<file path="src/rtl/icache_fifo_reader_if.sv">
`default_nettype none
// ============================================================================
//  Module   : icache_fifo_reader_if
//  Purpose  : Bundles the FIFO drain, refill-update and decode-side handshake
//             signals of the Icache instruction FIFO reader.
//  Revision : 1.0  initial release
// ============================================================================
interface icache_fifo_reader_if #(
  parameter int FIFOWIDE = 38
);
  // FIFO side
  logic                WrPush;
  logic [FIFOWIDE-1:0] FifoPreOut;
  logic [2:0]          FifoPrePtr;
  logic                Rable;
  logic                StateWAble;
  logic [2:0]          StatePtr;
  logic [2:0]          StateDate;
  logic                FifoClean;
  // refill unit and pipeline control
  logic                RefillWAble;
  logic [2:0]          RefillPtr;
  logic [2:0]          RefillState;
  logic                FlushReq;
  // decode side
  logic                OutValid;
  logic [FIFOWIDE-1:0] OutData;
  logic                OutReady;
  // status
  logic [2:0]          Occupancy;
  logic                ErrOvf;

  // Environment view: drives the FIFO, refill and decode inputs.
  modport master (
    output WrPush, FifoPreOut, FifoPrePtr, RefillWAble, RefillPtr,
           RefillState, FlushReq, OutReady,
    input  Rable, StateWAble, StatePtr, StateDate, FifoClean,
           OutValid, OutData, Occupancy, ErrOvf
  );

  // Reader view.
  modport slave (
    input  WrPush, FifoPreOut, FifoPrePtr, RefillWAble, RefillPtr,
           RefillState, FlushReq, OutReady,
    output Rable, StateWAble, StatePtr, StateDate, FifoClean,
           OutValid, OutData, Occupancy, ErrOvf
  );
endinterface
`default_nettype wire

</file>
<file path="src/rtl/icache_fifo_reader.sv">
`default_nettype none
// ============================================================================
//  Module   : icache_fifo_reader
//  Purpose  : Drain-side controller for the 8-slot Icache instruction FIFO.
//             Tracks occupancy from the write enable, pops ready entries into
//             a 2-entry output buffer for decode, holds back WAIT entries and
//             forwards refill state updates and flushes to the FIFO.
//  Revision : 1.0  initial release
// ============================================================================
module icache_fifo_reader #(
  parameter int FIFOWIDE = 38
) (
  input wire logic            Clk,
  input wire logic            Rest,
  icache_fifo_reader_if.slave bus
);

  localparam logic [2:0] c_ST_WAIT  = 3'b001;
  localparam logic [3:0] c_OCC_MAX  = 4'd7;

  logic [2:0]          r_occ;
  logic                r_err;
  logic [1:0]          r_cnt;
  logic [FIFOWIDE-1:0] r_head;
  logic [FIFOWIDE-1:0] r_tail;

  logic                w_head_ok;
  logic                w_pop;
  logic                w_accept;
  logic [3:0]          w_occ_sum;
  logic                w_unused_ok;

  // The read pointer is not needed: occupancy alone decides emptiness.
  assign w_unused_ok = ^bus.FifoPrePtr;

  // Head may leave the FIFO when present and not waiting for refill. The
  // buffer-room term uses only the registered count so Rable never depends
  // on OutReady in the same cycle.
  assign w_head_ok = (r_occ != 3'd0) && (bus.FifoPreOut[4:2] != c_ST_WAIT);
  assign w_pop     = w_head_ok && (r_cnt < 2'd2) && !bus.FlushReq;
  assign w_accept  = (r_cnt != 2'd0) && bus.OutReady;

  // Widened so a push at 7 with no pop is visible as 8 and can saturate.
  assign w_occ_sum = {1'b0, r_occ} + {3'b000, bus.WrPush} - {3'b000, w_pop};

  assign bus.Rable      = w_pop;
  assign bus.FifoClean  = bus.FlushReq && Rest;
  assign bus.StateWAble = bus.RefillWAble && !bus.FlushReq && Rest;
  assign bus.StatePtr   = bus.RefillPtr;
  assign bus.StateDate  = bus.RefillState;
  assign bus.OutValid   = (r_cnt != 2'd0);
  assign bus.OutData    = r_head;
  assign bus.Occupancy  = r_occ;
  assign bus.ErrOvf     = r_err;

  // Occupancy mirror of the FIFO write/read pointers, plus sticky overflow.
  always_ff @(posedge Clk or negedge Rest) begin
    if (!Rest) begin
      r_occ <= 3'd0;
      r_err <= 1'b0;
    end else if (bus.FlushReq) begin
      r_occ <= 3'd0;
    end else begin
      r_occ <= (w_occ_sum > c_OCC_MAX) ? 3'd7 : w_occ_sum[2:0];
      if (bus.WrPush && (r_occ == 3'd7)) begin
        r_err <= 1'b1;
      end
    end
  end

  // Two-slot output buffer; head is always the oldest entry.
  always_ff @(posedge Clk or negedge Rest) begin
    if (!Rest) begin
      r_cnt  <= 2'd0;
      r_head <= '0;
      r_tail <= '0;
    end else if (bus.FlushReq) begin
      r_cnt <= 2'd0;
    end else begin
      case ({w_pop, w_accept})
        2'b10: begin
          if (r_cnt == 2'd0) begin
            r_head <= bus.FifoPreOut;
          end else begin
            r_tail <= bus.FifoPreOut;
          end
          r_cnt <= r_cnt + 2'd1;
        end
        2'b01: begin
          r_head <= r_tail;
          r_cnt  <= r_cnt - 2'd1;
        end
        2'b11: begin
          // Pop only happens below two entries, so one entry is buffered here.
          r_head <= bus.FifoPreOut;
        end
        default: begin
        end
      endcase
    end
  end

endmodule
`default_nettype wire

</file>
<file path="src/flat_wrapper.sv">
// flat-port wrapper written by rule: the top's interface ports become plain ports
module icache_fifo_reader_flat 
#(
  parameter int FIFOWIDE = 38
)
  (Clk, Rest, bus_WrPush, bus_FifoPreOut, bus_FifoPrePtr, bus_RefillWAble, bus_RefillPtr, bus_RefillState, bus_FlushReq, bus_OutReady, bus_Rable, bus_StateWAble, bus_StatePtr, bus_StateDate, bus_FifoClean, bus_OutValid, bus_OutData, bus_Occupancy, bus_ErrOvf);
  icache_fifo_reader_if #(.FIFOWIDE(FIFOWIDE)) bus_i ();
  input wire logic Clk;
  input wire logic Rest;
  input wire logic [$bits(bus_i.WrPush)-1:0] bus_WrPush;
  input wire logic [$bits(bus_i.FifoPreOut)-1:0] bus_FifoPreOut;
  input wire logic [$bits(bus_i.FifoPrePtr)-1:0] bus_FifoPrePtr;
  input wire logic [$bits(bus_i.RefillWAble)-1:0] bus_RefillWAble;
  input wire logic [$bits(bus_i.RefillPtr)-1:0] bus_RefillPtr;
  input wire logic [$bits(bus_i.RefillState)-1:0] bus_RefillState;
  input wire logic [$bits(bus_i.FlushReq)-1:0] bus_FlushReq;
  input wire logic [$bits(bus_i.OutReady)-1:0] bus_OutReady;
  output wire logic [$bits(bus_i.Rable)-1:0] bus_Rable;
  output wire logic [$bits(bus_i.StateWAble)-1:0] bus_StateWAble;
  output wire logic [$bits(bus_i.StatePtr)-1:0] bus_StatePtr;
  output wire logic [$bits(bus_i.StateDate)-1:0] bus_StateDate;
  output wire logic [$bits(bus_i.FifoClean)-1:0] bus_FifoClean;
  output wire logic [$bits(bus_i.OutValid)-1:0] bus_OutValid;
  output wire logic [$bits(bus_i.OutData)-1:0] bus_OutData;
  output wire logic [$bits(bus_i.Occupancy)-1:0] bus_Occupancy;
  output wire logic [$bits(bus_i.ErrOvf)-1:0] bus_ErrOvf;
  assign bus_i.WrPush = bus_WrPush;
  assign bus_i.FifoPreOut = bus_FifoPreOut;
  assign bus_i.FifoPrePtr = bus_FifoPrePtr;
  assign bus_i.RefillWAble = bus_RefillWAble;
  assign bus_i.RefillPtr = bus_RefillPtr;
  assign bus_i.RefillState = bus_RefillState;
  assign bus_i.FlushReq = bus_FlushReq;
  assign bus_i.OutReady = bus_OutReady;
  assign bus_Rable = bus_i.Rable;
  assign bus_StateWAble = bus_i.StateWAble;
  assign bus_StatePtr = bus_i.StatePtr;
  assign bus_StateDate = bus_i.StateDate;
  assign bus_FifoClean = bus_i.FifoClean;
  assign bus_OutValid = bus_i.OutValid;
  assign bus_OutData = bus_i.OutData;
  assign bus_Occupancy = bus_i.Occupancy;
  assign bus_ErrOvf = bus_i.ErrOvf;
  icache_fifo_reader #(.FIFOWIDE(FIFOWIDE)) u_core (.Clk(Clk), .Rest(Rest), .bus(bus_i));
endmodule
</file>
<file path="config.mk">
export PLATFORM = sky130hd
export DESIGN_NAME = icache_fifo_reader_flat
export DESIGN_NICKNAME = d
export VERILOG_FILES = /design/src/rtl/icache_fifo_reader_if.sv /design/src/rtl/icache_fifo_reader.sv /design/src/flat_wrapper.sv
export SDC_FILE = /design/constraint.sdc
export NUM_CORES = 1
export LEC_CHECK = 0
export ABC_AREA = 1
export BUFFER_PORTS_ARGS = -buffer_cell sky130_fd_sc_hd__buf_2
export CORE_UTILIZATION = 30
export DETAILED_ROUTE_END_ITERATION = 10
export GPL_ROUTABILITY_DRIVEN = 1
export HOLD_SLACK_MARGIN = 0.08
export REMOVE_ABC_BUFFERS = 1
export SLEW_MARGIN = 20
export SYNTH_ARGS = -nofsm -noshare
export SYNTH_HDL_FRONTEND = slang
export SYNTH_SLANG_ARGS = --single-unit
export TNS_END_PERCENT = 30
</file>
<file path="constraint.sdc">
create_clock -name Clk -period 2 [get_ports Clk]
set_input_delay 0.4 -clock Clk [delete_from_list [all_inputs] [get_ports Clk]]
set_output_delay 0.4 -clock Clk [all_outputs]
set_load 0.005 [all_outputs]
</file>
==> results.md <==
* Final Skew at approximately 6 ps
* Clk root buf: clkbuf_16
* Clock Path Buffers at 2
* Clock transition at path regs at roughly 60 ps
* DP Worst Slack at -256 ps
* Vias in the first global route at between 3,000 and 4,000
* Mean Syn Cell Area at slightly above 8 µm²
* Clk_lat worst skew at ~330 ps
* Post-Layout Cell Count at about 750
* Max-cap violations at 0
* Yosys top cell area share at about half
* Leak at approximately 2.8 nW
* Mapped Cells at slightly below 500
* Final worst path period share at 100%
* Uppermost layer routed: met4
* Core Rows at 41
* Most common cell after layout, fill and taps aside: nand2_1
* Worst Tran Pin Value at 665 ps
* Detail Route Antenna Nets at 0
* Area delta synth->final at 24.7%
* Max FO, Critical Path at 2
* F_max at between 0.4 and 0.5 GHz
* Cell type with the largest total area after synthesis: dfrtp_1
* Placed Cells at between 700 and 800
* HP Class: input port to asynchronous set/reset pin
* First-pass GRT wire length at 14.4 mm
* Port-buffer cells at 89
* CTS Sinks at 82
* Fin nets at approximately 630
* Starting density of the core at a little under a third
* Diodes inserted at 0
* Minimum clock period at ~2000 ps
* Metal3 WL at ~460 µm
* Ranking of synthesized cells by area: dfrtp_1 (52%), nand2_1 (18%), a21oi_2 (6.0%)
* Die Ht at between 100 and 150 µm
* Startpoint types: register
* Via count at 3,305
* YS warnings at 0
* IO Pins at roughly 110
* Post-route setup slack at -8.18 ps
* Global route overflow at 0
* DRC viols at 0
* Via density at around 4.4
* CTS Buf Count at 9
* GR Util All Layers at between 10% and 20%
* Required time of the critical path at 2230 ps
* DR iter-0 viols at roughly 140
* Initial antenna violation count at 0
* Total wire length at around 8.8 mm
* Detailed Place HPWL at ~6.2 mm
* Failing checks: negative setup slack
* Pin count of the biggest net entering global routing at 50
* Slew margin rel. at a little under three fifths
* Critical path class: register to register
* Status: complete, but fails checks
* Slew Viols, Final at 0
* Fillers at around 1,300
* Setup-failing EPs final at 1
* Worst setup EP type: register
* Crit. Startpoint: u_core.bus.Occupancy[2]
* Unique masters post-synth at 25
* Routed wl met2 at around 4.2 mm
* TritonCTS clock tree: built
* Die Area at ~14,000 µm²
* Final hold violation count at 0
* Maximum VDD drop at around 0.6 mV
* Htree depth at 3
* RSZ-0062 raised after global routing: true
* Sequential fraction of the synthesis area at roughly half
* Share of cells above drive strength 1 at 29.0%
* Pwr Density at 1460 nW/µm²
* Register bit count reported by yosys at between 80 and 90
* Post-synth design cell area at 3970 µm²
* CP arrival at 2230 ps
* Wire per inst at approximately 12 µm
* Die width at 117 µm
* Reg-to-reg critical path startpoint: u_core.bus.Occupancy[2]
* DR pass1 iterations at 4
* Wire length on met1 at 4.08 mm
* Gpl congestion at 0.802
* Core area at around 13,000 µm²
* Commonest cells after routing, fill and taps aside: nand2_1 (185), buf_2 (88), dfrtp_1 (82)
cell families (layout without fill, tap and decap cells):
| group | after synthesis | after routing | synth area share (%) |
|---|---|---|---|
| buffers and inverters | 83 | 177 | 10.2 |
| xor gates and xnor gates | 3 | 3 | 0.661 |
| adders and majority gates | 5 | 5 | 1.76 |
| AOI/OAI and AO/OA | 72 | 72 | 11.7 |
| DFF | 82 | 82 | 51.6 |
| and+or+nand+nor | 240 | 240 | 24.1 |
metrics by stage:
| step | instance area, µm² | setup TNS (ps) | util, % | total power [W] | hold WS (ps) |
|---|---|---|---|---|---|
| after detailed placement | 4640 | -381 | 36.3 | 0.00568 | 459 |
| after CTS | 4910 | 0 | 38.4 | 0.00725 | 133 |
| after global routing | 4950 | -152 | 38.8 | 0.00789 | 156 |
| final | 4950 | -8.18 | 38.8 | 0.00723 | 135 |
| after global placement | 4640 | -304 | 36.3 | 0.00555 | 448 |
| after floorplan | 3760 | -32290 | - | 0.00449 | 104 |
path summary, 6_finish.rpt:
check                                     endpoint  slack [ps]  depth (start not counted)
max reg2reg                u_core.bus.Occupancy[2]          -8                         11
min in group Clk                  u_core.r_tail[0]         310                          3
max                        u_core.bus.Occupancy[2]          -8                         11
min reg2reg                 u_core.bus.OutData[22]         470                          2
max in group asynchronous        u_core.r_tail[15]        1320                          2
min                              u_core.r_tail[24]         130                          2
routing by layer:
metal	vias to the layer above	global-route usage (%)
met5	-	0
met4	0	5.15
met3	6	4.58
met2	85	22.5
met1	1540	16.9
li1	1674	-
where the power goes:
group	switching, W	internal, W	total [W]
registers	0.000319	0.00241	0.00273
clock network	0.000636	0.000857	0.00149
logic	0.00173	0.00128	0.00300
total	0.00268	0.00455	0.00723
what timing repair did:
item                                    CTS  global route
endpoints found under the setup margin    2             4
hold buffers                              0             0
buffers inserted                          0             1
pin swaps                                 5             5
resized for setup                         3             7
final cells by class:
type | count | area, µm² | share of cell area [%]
Tap cell | 172 | 215 | 4.34
Clock buffer | 11 | 243 | 4.90
Timing Repair Buffer | 111 | 654 | 13.2
Clock inverter | 3 | 17.5 | 0.354
Inverter | 52 | 195 | 3.94
Multi-Input combinational cell | 320 | 1580 | 31.8
Sequential cell | 82 | 2050 | 41.4
sequential cells by signal, summed over array words and instances, names as in the netlist:
name and cells:
u_core.r_cnt 2, u_core.bus.ErrOvf 1, u_core.r_tail 38, u_core.bus.OutData 38, u_core.bus.Occupancy 3
critical path: stages (launching register included):
cell     delay [ps]
dfrtp_1         380
nor2_2          140
nand2_2          80
nand3_2          80
inv_2            50
ha_4            260
inv_2            40
ha_4            150
fa_2            370
xor2_2          160
o21ai_1         140
inv_1            50
cells in the mapped netlist:
library cell	number
xor2_1	3
o21ai_0	3
a31o_2	1
a21oi_1	3
ha_1	4
inv_1	49
nor3_1	1
o21ai_1	38
nand2_4	1
buf_6	6
nor2_1	30
nor2_2	1
fa_1	1
buf_1	1
nand2_2	1
clkbuf_1	4
buf_2	11
nand4_1	5
inv_2	3
a21oi_2	27
dfrtp_1	82
buf_4	9
nand3_2	2
nand3_1	13
nand2_1	186
No activity file was read; power rests on OpenSTA's default activity.
